<file path="src/rtl/pwm_cfg_arbiter_if.sv">
// Register-access bus shared by requester A (clk-domain master) and requester B
// (sampled SPI slave). Each requester holds its request until it sees its grant.
interface pwm_cfg_arbiter_if;
   logic       req_a;
   logic       we_a;
   logic [2:0] addr_a;
   logic [7:0] wdata_a;
   logic       gnt_a;
   logic       rvalid_a;
   logic [7:0] rdata_a;

   logic       req_b;
   logic       we_b;
   logic [2:0] addr_b;
   logic [7:0] wdata_b;
   logic       gnt_b;
   logic       rvalid_b;
   logic [7:0] rdata_b;

   // Requester side: drives both request channels, observes grants and read data
   modport master (
      output req_a, we_a, addr_a, wdata_a,
      output req_b, we_b, addr_b, wdata_b,
      input  gnt_a, rvalid_a, rdata_a,
      input  gnt_b, rvalid_b, rdata_b
   );

   // Arbiter side: observes both request channels, returns grants and read data
   modport slave (
      input  req_a, we_a, addr_a, wdata_a,
      input  req_b, we_b, addr_b, wdata_b,
      output gnt_a, rvalid_a, rdata_a,
      output gnt_b, rvalid_b, rdata_b
   );
endinterface

</file>
<file path="src/rtl/pwm_cfg_arbiter.sv">
// PWM configuration register file shared by two requesters through a
// round-robin arbiter, with a start-triggered sequencer and shadow copies of
// PERIOD/DUTY that only change on period boundaries while the PWM is running.
module pwm_cfg_arbiter #(
   parameter logic [7:0]  ID_VALUE   = 8'hA5,
   parameter logic [15:0] RST_PERIOD = 16'h00FF
) (
   input  logic             clk,
   input  logic             rst_n,
   pwm_cfg_arbiter_if.slave bus,
   input  logic             i_start_ext,
   input  logic             i_period_end,
   output logic             o_pwm_en,
   output logic [15:0]      o_period,
   output logic [15:0]      o_duty
);

   typedef enum logic [1:0] {
      ST_IDLE  = 2'd0,
      ST_ARMED = 2'd1,
      ST_RUN   = 2'd2,
      ST_DONE  = 2'd3
   } seqState_t;

   localparam logic [2:0] ADDR_CTRL   = 3'd0;
   localparam logic [2:0] ADDR_PER_L  = 3'd1;
   localparam logic [2:0] ADDR_PER_H  = 3'd2;
   localparam logic [2:0] ADDR_DUTY_L = 3'd3;
   localparam logic [2:0] ADDR_DUTY_H = 3'd4;
   localparam logic [2:0] ADDR_STATUS = 3'd5;
   localparam logic [2:0] ADDR_PULSE  = 3'd6;

   seqState_t   r_state;
   logic [2:0]  r_ctrl;
   logic [15:0] r_periodReg;
   logic [15:0] r_dutyReg;
   logic [7:0]  r_pulseLimit;
   logic [7:0]  r_pulseCount;
   logic        r_pending;
   logic        r_preferB;
   logic        r_syncMeta;
   logic        r_syncStable;
   logic        r_syncPrev;
   logic        r_pwmEn;
   logic [15:0] r_shadowPeriod;
   logic [15:0] r_shadowDuty;
   logic        r_rvalidA;
   logic        r_rvalidB;
   logic [7:0]  r_rdataA;
   logic [7:0]  r_rdataB;

   logic        w_gntA;
   logic        w_gntB;
   logic        w_write;
   logic [2:0]  w_addr;
   logic [7:0]  w_wdata;
   logic [7:0]  w_readData;
   logic [15:0] w_periodNext;
   logic [15:0] w_dutyNext;
   logic        w_wrCfg;
   logic        w_shadowLoad;
   logic        w_startEvt;
   logic [7:0]  w_countInc;
   logic        w_limitHit;
   logic        w_enable;
   logic        w_extEn;
   logic        w_oneshot;

   assign w_enable  = r_ctrl[0];
   assign w_extEn   = r_ctrl[1];
   assign w_oneshot = r_ctrl[2];

   // Grant at most one requester per cycle; on a tie the preferred port wins
   always_comb begin
      w_gntA = bus.req_a & (~bus.req_b | ~r_preferB);
      w_gntB = bus.req_b & ~w_gntA;
   end

   // Steer the granted requester's command onto the single internal access path
   always_comb begin
      w_write = (w_gntA & bus.we_a) | (w_gntB & bus.we_b);
      w_addr  = w_gntB ? bus.addr_b  : bus.addr_a;
      w_wdata = w_gntB ? bus.wdata_b : bus.wdata_a;
   end

   // Register values as they will be after this edge, so a write coinciding with a shadow load is seen
   always_comb begin
      w_periodNext = r_periodReg;
      w_dutyNext   = r_dutyReg;
      if (w_write) begin
         case (w_addr)
            ADDR_PER_L:  w_periodNext[7:0]  = w_wdata;
            ADDR_PER_H:  w_periodNext[15:8] = w_wdata;
            ADDR_DUTY_L: w_dutyNext[7:0]    = w_wdata;
            ADDR_DUTY_H: w_dutyNext[15:8]   = w_wdata;
            default: ;
         endcase
      end
      w_wrCfg = w_write && (w_addr >= ADDR_PER_L) && (w_addr <= ADDR_DUTY_H);
   end

   // Register read multiplexer, sampled on the grant edge
   always_comb begin
      case (w_addr)
         ADDR_CTRL:   w_readData = {5'b0, r_ctrl};
         ADDR_PER_L:  w_readData = r_periodReg[7:0];
         ADDR_PER_H:  w_readData = r_periodReg[15:8];
         ADDR_DUTY_L: w_readData = r_dutyReg[7:0];
         ADDR_DUTY_H: w_readData = r_dutyReg[15:8];
         ADDR_STATUS: w_readData = {5'b0, r_state, r_pending};
         ADDR_PULSE:  w_readData = r_pulseLimit;
         default:     w_readData = ID_VALUE;
      endcase
   end

   // Start events and pulse-limit detection for the sequencer
   always_comb begin
      w_startEvt   = r_syncStable & ~r_syncPrev;
      w_countInc   = (r_pulseCount == 8'hFF) ? 8'hFF : r_pulseCount + 8'd1;
      w_limitHit   = w_oneshot && (r_pulseLimit != 8'd0) && (w_countInc >= r_pulseLimit);
      w_shadowLoad = (r_state == ST_IDLE) || (r_state == ST_ARMED) ||
                     ((r_state == ST_RUN) && i_period_end);
   end

   // Round-robin pointer: after serving one port, prefer the other on the next tie
   always_ff @(posedge clk or negedge rst_n) begin
      if (!rst_n) begin
         r_preferB <= 1'b0;
      end else if (w_gntA) begin
         r_preferB <= 1'b1;
      end else if (w_gntB) begin
         r_preferB <= 1'b0;
      end
   end

   // Writable configuration registers; STATUS and ID have no storage so writes there vanish
   always_ff @(posedge clk or negedge rst_n) begin
      if (!rst_n) begin
         r_ctrl       <= 3'b0;
         r_periodReg  <= RST_PERIOD;
         r_dutyReg    <= 16'h0000;
         r_pulseLimit <= 8'h00;
      end else begin
         r_periodReg <= w_periodNext;
         r_dutyReg   <= w_dutyNext;
         if (w_write && (w_addr == ADDR_CTRL)) begin
            r_ctrl <= w_wdata[2:0];
         end
         if (w_write && (w_addr == ADDR_PULSE)) begin
            r_pulseLimit <= w_wdata;
         end
      end
   end

   // Per-port read response: rvalid pulses for one cycle, rdata holds until the next read
   always_ff @(posedge clk or negedge rst_n) begin
      if (!rst_n) begin
         r_rvalidA <= 1'b0;
         r_rvalidB <= 1'b0;
         r_rdataA  <= 8'h00;
         r_rdataB  <= 8'h00;
      end else begin
         r_rvalidA <= w_gntA & ~bus.we_a;
         r_rvalidB <= w_gntB & ~bus.we_b;
         if (w_gntA && !bus.we_a) begin
            r_rdataA <= w_readData;
         end
         if (w_gntB && !bus.we_b) begin
            r_rdataB <= w_readData;
         end
      end
   end

   // Two-flop synchronizer for the external start plus a delayed copy for edge detection
   always_ff @(posedge clk or negedge rst_n) begin
      if (!rst_n) begin
         r_syncMeta   <= 1'b0;
         r_syncStable <= 1'b0;
         r_syncPrev   <= 1'b0;
      end else begin
         r_syncMeta   <= i_start_ext;
         r_syncStable <= r_syncMeta;
         r_syncPrev   <= r_syncStable;
      end
   end

   // Shadow period/duty with duty clamped to period; pending marks a RUN-time edit not yet applied
   always_ff @(posedge clk or negedge rst_n) begin
      if (!rst_n) begin
         r_shadowPeriod <= RST_PERIOD;
         r_shadowDuty   <= 16'h0000;
         r_pending      <= 1'b0;
      end else if (w_shadowLoad) begin
         r_shadowPeriod <= w_periodNext;
         r_shadowDuty   <= (w_dutyNext > w_periodNext) ? w_periodNext : w_dutyNext;
         r_pending      <= 1'b0;
      end else if ((r_state == ST_RUN) && w_wrCfg) begin
         r_pending <= 1'b1;
      end
   end

   // Sequencer with registered pwm enable and the RUN pulse counter; clearing enable always returns to IDLE
   always_ff @(posedge clk or negedge rst_n) begin
      if (!rst_n) begin
         r_state      <= ST_IDLE;
         r_pwmEn      <= 1'b0;
         r_pulseCount <= 8'h00;
      end else if (!w_enable) begin
         r_state <= ST_IDLE;
         r_pwmEn <= 1'b0;
      end else begin
         case (r_state)
            ST_IDLE: begin
               if (w_extEn) begin
                  r_state <= ST_ARMED;
                  r_pwmEn <= 1'b0;
               end else begin
                  r_state      <= ST_RUN;
                  r_pwmEn      <= 1'b1;
                  r_pulseCount <= 8'h00;
               end
            end
            ST_ARMED: begin
               if (w_startEvt) begin
                  r_state      <= ST_RUN;
                  r_pwmEn      <= 1'b1;
                  r_pulseCount <= 8'h00;
               end
            end
            ST_RUN: begin
               if (i_period_end) begin
                  r_pulseCount <= w_countInc;
                  if (w_limitHit) begin
                     r_state <= ST_DONE;
                     r_pwmEn <= 1'b0;
                  end
               end
            end
            default: begin
               r_pwmEn <= 1'b0;
            end
         endcase
      end
   end

   assign bus.gnt_a    = w_gntA;
   assign bus.gnt_b    = w_gntB;
   assign bus.rvalid_a = r_rvalidA;
   assign bus.rvalid_b = r_rvalidB;
   assign bus.rdata_a  = r_rdataA;
   assign bus.rdata_b  = r_rdataB;
   assign o_pwm_en     = r_pwmEn;
   assign o_period     = r_shadowPeriod;
   assign o_duty       = r_shadowDuty;

endmodule

</file>
<file path="src/flat_wrapper.sv">
// flat-port wrapper written by rule: the top's interface ports become plain ports
module pwm_cfg_arbiter_flat 
#(
   parameter logic [7:0]  ID_VALUE   = 8'hA5,
   parameter logic [15:0] RST_PERIOD = 16'h00FF
)
  (clk, rst_n, i_start_ext, i_period_end, o_pwm_en, o_period, o_duty, bus_req_a, bus_we_a, bus_addr_a, bus_wdata_a, bus_req_b, bus_we_b, bus_addr_b, bus_wdata_b, bus_gnt_a, bus_rvalid_a, bus_rdata_a, bus_gnt_b, bus_rvalid_b, bus_rdata_b);
  pwm_cfg_arbiter_if bus_i ();
  input  logic clk;
  input  logic rst_n;
  input  logic i_start_ext;
  input  logic i_period_end;
  output logic o_pwm_en;
  output logic [15:0] o_period;
  output logic [15:0] o_duty;
  input wire logic [$bits(bus_i.req_a)-1:0] bus_req_a;
  input wire logic [$bits(bus_i.we_a)-1:0] bus_we_a;
  input wire logic [$bits(bus_i.addr_a)-1:0] bus_addr_a;
  input wire logic [$bits(bus_i.wdata_a)-1:0] bus_wdata_a;
  input wire logic [$bits(bus_i.req_b)-1:0] bus_req_b;
  input wire logic [$bits(bus_i.we_b)-1:0] bus_we_b;
  input wire logic [$bits(bus_i.addr_b)-1:0] bus_addr_b;
  input wire logic [$bits(bus_i.wdata_b)-1:0] bus_wdata_b;
  output wire logic [$bits(bus_i.gnt_a)-1:0] bus_gnt_a;
  output wire logic [$bits(bus_i.rvalid_a)-1:0] bus_rvalid_a;
  output wire logic [$bits(bus_i.rdata_a)-1:0] bus_rdata_a;
  output wire logic [$bits(bus_i.gnt_b)-1:0] bus_gnt_b;
  output wire logic [$bits(bus_i.rvalid_b)-1:0] bus_rvalid_b;
  output wire logic [$bits(bus_i.rdata_b)-1:0] bus_rdata_b;
  assign bus_i.req_a = bus_req_a;
  assign bus_i.we_a = bus_we_a;
  assign bus_i.addr_a = bus_addr_a;
  assign bus_i.wdata_a = bus_wdata_a;
  assign bus_i.req_b = bus_req_b;
  assign bus_i.we_b = bus_we_b;
  assign bus_i.addr_b = bus_addr_b;
  assign bus_i.wdata_b = bus_wdata_b;
  assign bus_gnt_a = bus_i.gnt_a;
  assign bus_rvalid_a = bus_i.rvalid_a;
  assign bus_rdata_a = bus_i.rdata_a;
  assign bus_gnt_b = bus_i.gnt_b;
  assign bus_rvalid_b = bus_i.rvalid_b;
  assign bus_rdata_b = bus_i.rdata_b;
  pwm_cfg_arbiter #(.ID_VALUE(ID_VALUE), .RST_PERIOD(RST_PERIOD)) u_core (.clk(clk), .rst_n(rst_n), .bus(bus_i), .i_start_ext(i_start_ext), .i_period_end(i_period_end), .o_pwm_en(o_pwm_en), .o_period(o_period), .o_duty(o_duty));
endmodule
</file>
<file path="config.mk">
export PLATFORM = sky130hd
export DESIGN_NAME = pwm_cfg_arbiter_flat
export DESIGN_NICKNAME = d
export VERILOG_FILES = /design/src/rtl/pwm_cfg_arbiter_if.sv /design/src/rtl/pwm_cfg_arbiter.sv /design/src/flat_wrapper.sv
export SDC_FILE = /design/constraint.sdc
export NUM_CORES = 1
export LEC_CHECK = 0
export CORE_MARGIN = 2
export CORE_UTILIZATION = 50
export DETAILED_ROUTE_END_ITERATION = 10
export PLACE_DENSITY = 0.74
export SLEW_MARGIN = 30
export SYNTH_ARGS = -nofsm -noshare
export SYNTH_HDL_FRONTEND = slang
export SYNTH_SLANG_ARGS = --single-unit
</file>
<file path="constraint.sdc">
create_clock -name clk -period 4.2 [get_ports clk]
set_input_delay 0.63 -clock clk [delete_from_list [all_inputs] [get_ports clk]]
set_output_delay 0.63 -clock clk [all_outputs]
set_load 0.005 [all_outputs]
</file>
# Word-level counts from Yosys, hierarchy flattened
# Index checks and enable logic that the tools add are counted.
[totals]
ramBits = 0
register_bits = 109
latch_bits = 0
mem_bits_ro = 0
inputBits = 30
elab_cells = 108
memories = 0
out_inout_bits = 53
[classes]
n_eq_ne = 16
order_cmp = 4
addsub = 1
n_shift = 0
n_mul = 0
n_reduce_logical = 23
n_mux = 31
div_mod_pow = 0
bitwise_logic = 15
[ops]
columns = ["op", "n"]
rows = [
  ["two-way mux 8 bit", 9],
  ["one-hot mux 8 bit (7 select lines)", 1],
  ["two-way mux 16 bit", 3],
  ["one-hot mux 8 bit (3 select lines)", 1],
  ["> comparator 16 bit", 1],
  ["logical AND 1 bit", 10],
  ["two-way mux 2 bit", 5],
  ["== test 3 bit (second input constant)", 3],
  ["two-way mux 1 bit", 9],
  ["!= test 3 bit (second input constant)", 3],
  ["adder 8 x 1 -> 8 bit (second input constant)", 1],
  ["== test 8 bit (second input constant)", 1],
  ["greater-or-equal comparator 8 bit", 1],
  ["nonzero test 8 bit", 1],
  ["AND 1 bit", 7],
  ["== test 3 x 2 -> 1 bit (second input constant)", 2],
  ["NOT 1 bit", 6],
  ["one-hot mux 2 bit (3 select lines)", 1],
  ["AND reduction 5 bit", 1],
  ["!= test 2 bit (second input constant)", 2],
  ["!= test 4 bit (second input constant)", 1],
  ["AND reduction 4 bit", 1],
  ["nonzero test 2 bit", 2],
  ["== test 3 x 1 -> 1 bit (second input constant)", 1],
  ["other kinds (14)", 17],
]

# Longest topological paths before layout
# Gate-level depths: netlist of run 1.
[depth]
word_depth = 12
depth_mapped = 16
mapped_depth_nobuf = 13

# Worst setup path after synthesis of run 1
# No wires, ideal clock.
[synth_path]
kind = "input to register"
start = "in bus_req_a"
end = "reg u_core.r_shadowDuty[2], in the netlist u_core.o_duty[2]"
n_path_buf = 2
slack_ns = 0.619
path_stages = 13
arrival_ns = 3.456
required_time_ns = 4.075
setup_time_ns = 0.125
path_cell_list = "and2b_4 or4_4 a21oi_4 mux2i_1 inv_1 ha_1 nand4_1 nor4_1 or2_2 clkbuf_1 clkbuf_1 a211o_1 nand3_1"
[synth_via]
elab_chain_len = 9
elab_cells_between_ends = 20
cone_classes = "order compare: 1; eq/ne: 4; mux: 9; bitwise: 6"
[synth_lines]
columns = ["element", "line", "source"]
rows = [
  ["start, declared", "flat_wrapper.sv:16", "input wire logic [$bits(bus_i.req_a)-1:0] bus_req_a;"],
  ["AND 1 bit (*)", "pwm_cfg_arbiter.sv:75", "w_gntA = bus.req_a & (~bus.req_b | ~r_preferB);"],
  ["NOT 1 bit", "pwm_cfg_arbiter.sv:76", "w_gntB = bus.req_b & ~w_gntA;"],
  ["AND 1 bit", "pwm_cfg_arbiter.sv:76", ""],
  ["two-way mux 3 bit", "pwm_cfg_arbiter.sv:82", "w_addr = w_gntB ? bus.addr_b : bus.addr_a;"],
  ["== test 3 bit", "pwm_cfg_arbiter.sv:91", "case (w_addr)"],
  ["two-way mux 8 bit", "pwm_cfg_arbiter.sv:91", ""],
  ["two-way mux 16 bit (*)", "pwm_cfg_arbiter.sv:90", "if (w_write) begin"],
  ["named net u_core.w_dutyNext[14]", "pwm_cfg_arbiter.sv:59", "logic [15:0] w_dutyNext;"],
  ["> comparator 16 bit (*)", "pwm_cfg_arbiter.sv:195", "r_shadowDuty <= (w_dutyNext > w_periodNext) ? w_periodNext : w_dutyNext;"],
  ["two-way mux 16 bit (*)", "pwm_cfg_arbiter.sv:195", ""],
  ["end signal, assigned", "pwm_cfg_arbiter.sv:195", ""],
  ["end, declared", "pwm_cfg_arbiter.sv:46", "logic [15:0] r_shadowDuty;"],
]
# The timed path passes the listed nets; every way through them passes the cells marked *.
# A chain may end at the register's enable or synchronous reset.

# Worst setup path in the final report of run 1
[layout_path]
start = "in bus_req_a"
end = "reg u_core.r_shadowDuty[0], in the netlist u_core.o_duty[0]"
# The elaborated chain is that of the path after synthesis.

==> metrics.md, run 1 <==
| Metric | Value |
|---|---|
| Non-Filler Cell Area, Final | 0.007864 mm2 |
| Residual antenna-violating net count after detailed routing | 0 |
| WP data arrival | 4.32 ns |
| Library cell with the highest instance count after synthesis | sky130_fd_sc_hd__dfrtp_1 |
| Worst min path class | primary input to async pin |
| Hpwl dp | 13690 um |
| Cell type with the highest aggregate area in the netlist | sky130_fd_sc_hd__dfrtp_1 |
| Bufs on Longest Clock Path | 2 |
| Share of the cycle needed by the critical path after routing | 0.9707 |
| Crit path time final | 4.077 ns |
| Worst-case headroom to the max-slew limit | 0.3876 |
| Final-report max-slew violation count | 0 |
| Average routed wire per standard cell | 19.93 um |
| Overall overflow remaining after global route | 0 |
| Clock buffers created by TritonCTS | 9 |
| Count of warnings emitted by yosys | 0 |
| Nets | 819 |
| Largest net degree at the start of global routing | 79 |
| Number of flip-flops and latches in the synthesized netlist | 109 |
| Worst setup SP type | primary input |
| Core footprint | 0.01191 mm2 |
| Die extent in x | 113.8 um |
| Hold buffer count at cts | 0 |
| Synthesized area per cell | 9.669 um2 |
| Die Ht | 113.8 um |
| Post-route DRC violation count | 0 |
| Worst-path clk slew | 0.07 ns |
| Total power | 5.107 mW |
| CP required | 4.45 ns |
| Cells taking the most area after synthesis | sky130_fd_sc_hd__dfrtp_1, sky130_fd_sc_hd__dfstp_2, sky130_fd_sc_hd__ha_1 |
| Total global-route track usage | 0.2877 |
| Most instantiated cells after synthesis | sky130_fd_sc_hd__dfrtp_1, sky130_fd_sc_hd__nand2_1, sky130_fd_sc_hd__a21oi_1 |
| Initial DRC count | 424 |
| Share of synthesized area occupied by flip-flops and latches | 0.4554 |
| Reported max-cap violation count | 0 |
| Placer Congestion | 0.9566 |
| Via density per instance | 5.886 |
| Proportion of netlist area held by the largest area contributor | 0.3857 |
| Transition time at the pin with the least slew margin | 0.9167 ns |
| Gate count of the mapped netlist | 624 |
| Clock tree sinks | 109 |
| Total inserted antenna cells | 0 |
| I/O Buffers | 82 |
| CTS tree | built |
| Outcome | finished clean |
| IR Drop Worst-Case VDD | 0.4336 mV |
| Endpoints failing setup | 0 |
| Count of flip-flops with a built-in enable after synthesis | 0 |
| Initial Util | 0.5065 |
| Floorplan die area | 0.01296 mm2 |
| Wire length of the first global-routing pass | 28570 um |
| Drt total wl | 18180 um |
| Post-synthesis instance area | 0.006033 mm2 |
| Vias in the first global route | 5281 |
| Critical path class | primary input to register |
| Top Ports | 83 |
| Fraction of layout cells with a size suffix above 1 | 0.1856 |
| Router iterations before antenna repair | 5 |
| Synthesized net count | 683 |
| Post-place instance area | 0.007453 mm2 |
| Number of rows created at floorplan | 40 |
| Post-route clock skew | 0.009684 ns |
| CTS Root Cell | sky130_fd_sc_hd__clkbuf_16 |
| Crit-path max FO | 11 |
| Power density over cell area | 649.4 mW/mm2 |
| Synth-to-Final Area Change | 30.34% |
| Endpoint type of the worst setup path | register |
| Maximum achievable frequency | 245.3 MHz |
| Top FF cell, synth | sky130_fd_sc_hd__dfrtp_1 |
| Number of antenna violations at the first check in global routing | 0 |
| Worst skew pair latency | 0.36 ns |
| Unrepaired setup endpoints after global routing | false |
| Count of distinct cell types in the synthesized netlist | 58 |
| DR vias | 5368 |
| CTS H-tree depth | 3 |
| Leakage power | 3.666 nW |
| Share of flip-flops with an asynchronous set or reset | 1.000 |
| Final number of hold-violating endpoints | 0 |
cell type report:
class | instances | area [um2]
fill | 1006 | 4048
multi-input combinational | 434 | 3015
sequential | 109 | 2748
timing repair buffer | 155 | 1419
clock buffer | 11 | 242.7
inverter | 51 | 191.4
tap | 147 | 183.9
clock inverter | 5 | 63.81
through the flow:
step | instances | hold WS [ns] | util | setup TNS (ns) | worst slack, ns
floorplan | 624 | 0.3312 | - | 0 | 0.6187
global placement | 887 | 0.3326 | 0.6248 | -3.147 | -0.2018
detailed placement | 888 | 0.3589 | 0.6257 | -4.387 | -0.3441
CTS | 905 | 0.3757 | 0.6541 | 0 | 0.06232
global route | 912 | 0.3536 | 0.6602 | 0 | 0.01216
finish | 912 | 0.2885 | 0.6602 | 0 | 0.1232
critical path, stage by stage:
cell                              delay (ns)
sky130_fd_sc_hd__clkdlybuf4s50_1        0.50
sky130_fd_sc_hd__and2b_4                0.23
sky130_fd_sc_hd__buf_4                  0.14
sky130_fd_sc_hd__or4_4                  0.50
sky130_fd_sc_hd__a21oi_4                0.18
sky130_fd_sc_hd__buf_12                 0.15
sky130_fd_sc_hd__mux2i_1                0.25
sky130_fd_sc_hd__inv_1                  0.09
sky130_fd_sc_hd__ha_1                   0.32
sky130_fd_sc_hd__nand4_1                0.22
sky130_fd_sc_hd__nor4_2                 0.36
sky130_fd_sc_hd__nor3_2                 0.10
sky130_fd_sc_hd__o31ai_4                0.17
sky130_fd_sc_hd__buf_4                  0.23
sky130_fd_sc_hd__a211o_1                0.15
sky130_fd_sc_hd__nand3_1                0.08
cell families (layout without fill, tap and decap cells):
kind of cell	Yosys count	after routing	synth area share
AND/OR/NAND/NOR	187	187	0.1589
XOR/XNOR	4	4	0.005806
buffers and inverters	81	222	0.05247
multiplexers	48	48	0.08275
AO/OA/AOI/OAI	166	166	0.1846
adder cells (fa/ha/maj)	29	29	0.06014
flip-flops	109	109	0.4554
per-layer routing:
metal	share of wire	routed length, um	vias up	track usage
li1	-	-	2532	-
met1	0.43	7901	2616	0.3836
met2	0.49	8869	187	0.4770
met3	0.053	967	33	0.05739
met4	0.024	437	0	0.08862
met5	0	0	-	0
what timing repair did:
item | 4_1_cts | 5_1_grt
cloned | 0 | 2
buffers inserted | 1 | 5
pin swaps | 1 | 2
gates resized for setup | 2 | 8
setup endpoints to repair | 3 | 16
flip-flops by register name (all words and copies together) (netlist names):
signal / flops
u_core.bus.rvalid_a: 1
u_core.o_period: 16
u_core.r_ctrl: 3
u_core.r_preferB: 1
u_core.r_dutyReg: 16
u_core.o_pwm_en: 1
u_core.r_pulseLimit: 8
u_core.r_syncStable: 1
u_core.r_pending: 1
u_core.r_state: 2
u_core.bus.rvalid_b: 1
u_core.r_pulseCount: 8
u_core.r_syncMeta: 1
u_core.bus.rdata_b: 8
u_core.bus.rdata_a: 8
u_core.r_syncPrev: 1
u_core.r_periodReg: 16
u_core.o_duty: 16
where the power goes:
part	leakage (nW)	internal (mW)	switching, mW
registers	1.32	1.48	0.298
logic	2.19	1.16	1.27
clock network	0.152	0.487	0.412
total	3.67	3.13	1.98
cells in the final DEF (no fill, tap or decap), types with 18 or more instances in the layout:
master and n:
sky130_fd_sc_hd__dfrtp_1 93, sky130_fd_sc_hd__clkdlybuf4s50_1 81, sky130_fd_sc_hd__buf_4 67, sky130_fd_sc_hd__nand2_1 55
sky130_fd_sc_hd__a21oi_1 52, sky130_fd_sc_hd__inv_1 50, sky130_fd_sc_hd__nand3_1 33, sky130_fd_sc_hd__o21ai_0 33
sky130_fd_sc_hd__mux2i_1 31, sky130_fd_sc_hd__nor2_1 30, sky130_fd_sc_hd__ha_1 29, sky130_fd_sc_hd__a211o_1 18
worst paths after layout:
kind	start	to	slack [ns]	cells past startpoint
setup reg to reg	u_core.r_preferB	u_core.o_duty[0]	0.50	15
max in group asynchronous	rst_n	u_core.o_period[6]	2.97	2
min in group clk	u_core.r_syncMeta	u_core.r_syncStable	0.37	0
hold reg to reg	u_core.r_syncMeta	u_core.r_syncStable	0.37	0
hold / removal	rst_n	u_core.r_pulseCount[4]	0.29	1
setup / recovery	bus_req_a	u_core.o_duty[0]	0.12	16
No activity file was read; power rests on OpenSTA's default activity.
==> run 2, diff against run 1 <==
--- a/config.mk
+++ b/config.mk
@@ -5,6 +5,7 @@
 export SDC_FILE = /design/constraint.sdc
 export NUM_CORES = 1
 export LEC_CHECK = 0
+export CAP_MARGIN = 20
 export CORE_MARGIN = 2
 export CORE_UTILIZATION = 50
 export DETAILED_ROUTE_END_ITERATION = 10
==> results of run 2 <==
Final layout, timing and power as in run 1 (identical DEF).
==> run 3, diff against run 2 <==
--- a/config.mk
+++ b/config.mk
@@ -10,6 +10,7 @@
 export CORE_UTILIZATION = 50
 export DETAILED_ROUTE_END_ITERATION = 10
 export PLACE_DENSITY = 0.74
+export SKIP_CTS_REPAIR_TIMING = 1
 export SLEW_MARGIN = 30
 export SYNTH_ARGS = -nofsm -noshare
 export SYNTH_HDL_FRONTEND = slang
==> run 3 against run 2 <==
Hold slack improved by 0.0031 ns. Sequential share of layout area about the same. Setup slack got worse by 0.029 ns. Utilization is essentially flat. Combinational power about the same. Clock skew rose by 0.0013 ns. Cell count is the same. Routed wire length increased by 0.25%. Register-to-register slack worse by 0.03 ns. Cell area hardly changed. First-iteration DRC count increased by 2.1%. Critical path type unchanged.
==> metrics.md, run 3 (same netlist as run 1, synthesis figures left out) <==
| Metric | Value |
|---|---|
| WP data arrival | 4.35 ns (+0.03 ns) |
| Worst-case headroom to the max-slew limit | 0.3948 (+0.007205) |
| Nets | 819 (unchanged) |
| Depth of the critical timing path with buffers and inverters included | 16 (unchanged) |
| Critical register-to-register path startpoint | u_core.r_preferB |
| Endpoints failing setup | 0 (unchanged) |
| Number of rows created at floorplan | 40 (unchanged) |
| Overall overflow remaining after global route | 0 (unchanged) |
| Top Ports | 83 (unchanged) |
| Leakage power | 3.668 nW (about the same) |
| Gr busiest metal | met2 |
| Number of placed instances with taps included | 888 (unchanged) |
| Fraction of layout cells with a size suffix above 1 | 0.1869 (+0.001307) |
| Reported max-cap violation count | 0 (unchanged) |
| Setup slack of the worst register-to-register path | 0.47 ns (-0.03 ns) |
| IR Drop Worst-Case VDD | 0.4304 mV (-0.75%) |
| Maximum achievable frequency | 243.6 MHz (-0.70%) |
| Residual antenna-violating net count after detailed routing | 0 (unchanged) |
| Total inserted antenna cells | 0 (unchanged) |
| Drt total wl | 18220 um (+0.25%) |
| End of the worst register-to-register path | u_core.o_duty[0] |
| Worst setup SP type | primary input |
| Clock buffers created by TritonCTS | 9 (unchanged) |
| Crit-path max FO | 11 (unchanged) |
| Cell with the biggest individual delay on the critical path | sky130_fd_sc_hd__clkdlybuf4s50_1 |
| Wire length of the first global-routing pass | 28470 um (-0.36%) |
| Endpoint type of the worst setup path | register |
| Hold WS | 0.2916 ns (+0.003114 ns) |
| Clock tree sinks | 109 (unchanged) |
| Met3 Usage GRT | 0.05739 (unchanged) |
| Initial DRC count | 433 (+2.1%) |
| Non-filler instance count after layout | 912 (unchanged) |
| Most common cell after layout, fill and taps aside | sky130_fd_sc_hd__dfrtp_1 |
| Most numerous cell on the critical path | sky130_fd_sc_hd__buf_4 |
| Initial Util | 0.5065 (unchanged) |
| Transition time at the pin with the least slew margin | 0.9059 ns (-0.01078 ns) |
| Hpwl dp | 13690 um (unchanged) |
| Average routed wire per standard cell | 19.98 um (+0.25%) |
| Largest net degree at the start of global routing | 79 (unchanged) |
| Total global-route track usage | 0.2867 (-0.001027) |
| CTS H-tree depth | 3 (unchanged) |
| R2r worst-path depth | 15 (unchanged) |
| Via density per instance | 5.930 (+0.75%) |
| Met1 global-route usage | 0.3826 (-0.001038) |
| CTS Root Cell | sky130_fd_sc_hd__clkbuf_16 |
| Post-route DRC violation count | 0 (unchanged) |
| Slowest stage delay, CP | 0.51 ns (about the same) |
| Final-report max-slew violation count | 0 (unchanged) |
| Bufs on Longest Clock Path | 2 (unchanged) |
| Die extent in x | 113.8 um (unchanged) |
| Die Ht | 113.8 um (unchanged) |
| Number of antenna violations at the first check in global routing | 0 (unchanged) |
| Core footprint | 0.01191 mm2 (unchanged) |
| Utilization after layout | 0.6605 (about the same) |
| Critical path class | primary input to register |
| Final number of hold-violating endpoints | 0 (unchanged) |
| Kind of cell with the highest combined delay on the critical path | simple AND/OR/NAND/NOR gates |
| Share of the cycle needed by the critical path after routing | 0.9775 (+0.006841) |
| I/O Buffers | 82 (unchanged) |
| Router iterations before antenna repair | 5 (unchanged) |
| DR vias | 5408 (+0.75%) |
| Vias in the first global route | 5268 (-0.25%) |
| Synth-to-Final Area Change | 30.40% (about the same) |
| Power density over cell area | 649.6 mW/mm2 (about the same) |
| Worst-path clk slew | 0.07 ns (about the same) |
| Placer Congestion | 0.9566 (unchanged) |
| CTS tree | built |
| Cells along the critical path | clkdlybuf4s50_1 -> and2b_4 -> buf_4 -> or4_4 -> a21oi_4 -> buf_12 -> mux2i_2 -> inv_1 -> ha_1 -> nand4_1 -> nor4_2 -> nor3_2 -> o31ai_4 -> buf_4 -> a211o_1 -> nand3_1 |
| Crit path time final | 4.105 ns (+0.02873 ns) |
| Commonest cells after routing, fill and taps aside | sky130_fd_sc_hd__dfrtp_1, sky130_fd_sc_hd__clkdlybuf4s50_1, sky130_fd_sc_hd__buf_4 |
| Worst skew pair latency | 0.36 ns (about the same) |
| Post-route clock skew | 0.01097 ns (+0.001286 ns) |
| Worst min path class | primary input to async pin |
| Outcome | finished clean |
| Floorplan die area | 0.01296 mm2 (unchanged) |
| CP required | 4.45 ns (about the same) |
| Buf+Inv Stages, Crit Path | 5 (unchanged) |
| Global routing met2 resource utilization | 0.4747 (-0.002395) |
-- run 3: cell count changes in the layout (fill, tap and decap cells not counted) --
| cell | change |
|---|---|
| sky130_fd_sc_hd__mux2i_2 | +1 |
| sky130_fd_sc_hd__mux2i_1 | -1 |
-- run 3: through the flow --
| stage | setup TNS (ns) | area (um2) | total power [mW] | worst slack (ns) |
|---|---|---|---|---|
| floorplan | 0 | 6033 | 2.997 | 0.6187 |
| CTS | -0.03379 | 7760 | 5.081 | -0.02217 |
| finish | 0 | 7868 | 5.111 | 0.09452 |
| global placement | -3.147 | 7442 | 4.075 | -0.2018 |
| detailed placement | -4.387 | 7453 | 4.159 | -0.3441 |
| global route | -0.1001 | 7868 | 5.464 | -0.02841 |
-- run 3: worst reg2reg max path: stages (launching register included) --
cell and delay (ns):
sky130_fd_sc_hd__dfrtp_1 0.41, sky130_fd_sc_hd__and2b_4 0.23, sky130_fd_sc_hd__buf_4 0.14, sky130_fd_sc_hd__or4_4 0.50, sky130_fd_sc_hd__a21oi_4 0.21, sky130_fd_sc_hd__buf_12 0.16
sky130_fd_sc_hd__mux2i_2 0.28, sky130_fd_sc_hd__inv_1 0.11, sky130_fd_sc_hd__ha_1 0.30, sky130_fd_sc_hd__nand4_1 0.17, sky130_fd_sc_hd__nor4_2 0.38, sky130_fd_sc_hd__nor3_2 0.10
sky130_fd_sc_hd__o31ai_4 0.16, sky130_fd_sc_hd__buf_4 0.23, sky130_fd_sc_hd__a211o_1 0.15, sky130_fd_sc_hd__nand3_1 0.08
-- run 3: worst max-delay path by stage --
| stage | startpoint | end | slack (ns) |
|---|---|---|---|
| final | bus_req_a | u_core.o_duty[0] | 0.09 |
| after global routing | bus_req_a | u_core.o_duty[0] | -0.03 |
| after CTS | bus_req_a | u_core.o_duty[14] | -0.02 |
| after detailed placement | bus_req_a | u_core.o_duty[14] | -0.34 |
| after global placement | bus_req_a | u_core.o_duty[2] | -0.20 |
| after floorplan | bus_req_a | u_core.o_duty[2] | 0.62 |
-- run 3: layout make-up --
type	instances	area, um2
Multi-Input combinational cell	434	3019
Tap cell	147	183.9
Timing Repair Buffer	155	1419
Clock inverter	5	63.81
Inverter	51	191.4
Clock buffer	11	242.7
Sequential cell	109	2748
Fill cell	1007	4044
-- run 3: report_power, final --
group / total, mW / internal, mW / switching [mW] / leakage, nW
clock: 0.901 / 0.487 / 0.413 / 0.152
sequential: 1.78 / 1.48 / 0.297 / 1.32
combinational: 2.43 / 1.16 / 1.27 / 2.19
-- run 3: per-layer routing --
layer | wire [um] | part of all wire
met1 | 7798 | 0.43
met2 | 8873 | 0.49
met3 | 1102 | 0.060
met4 | 449 | 0.025
met5 | 0 | 0
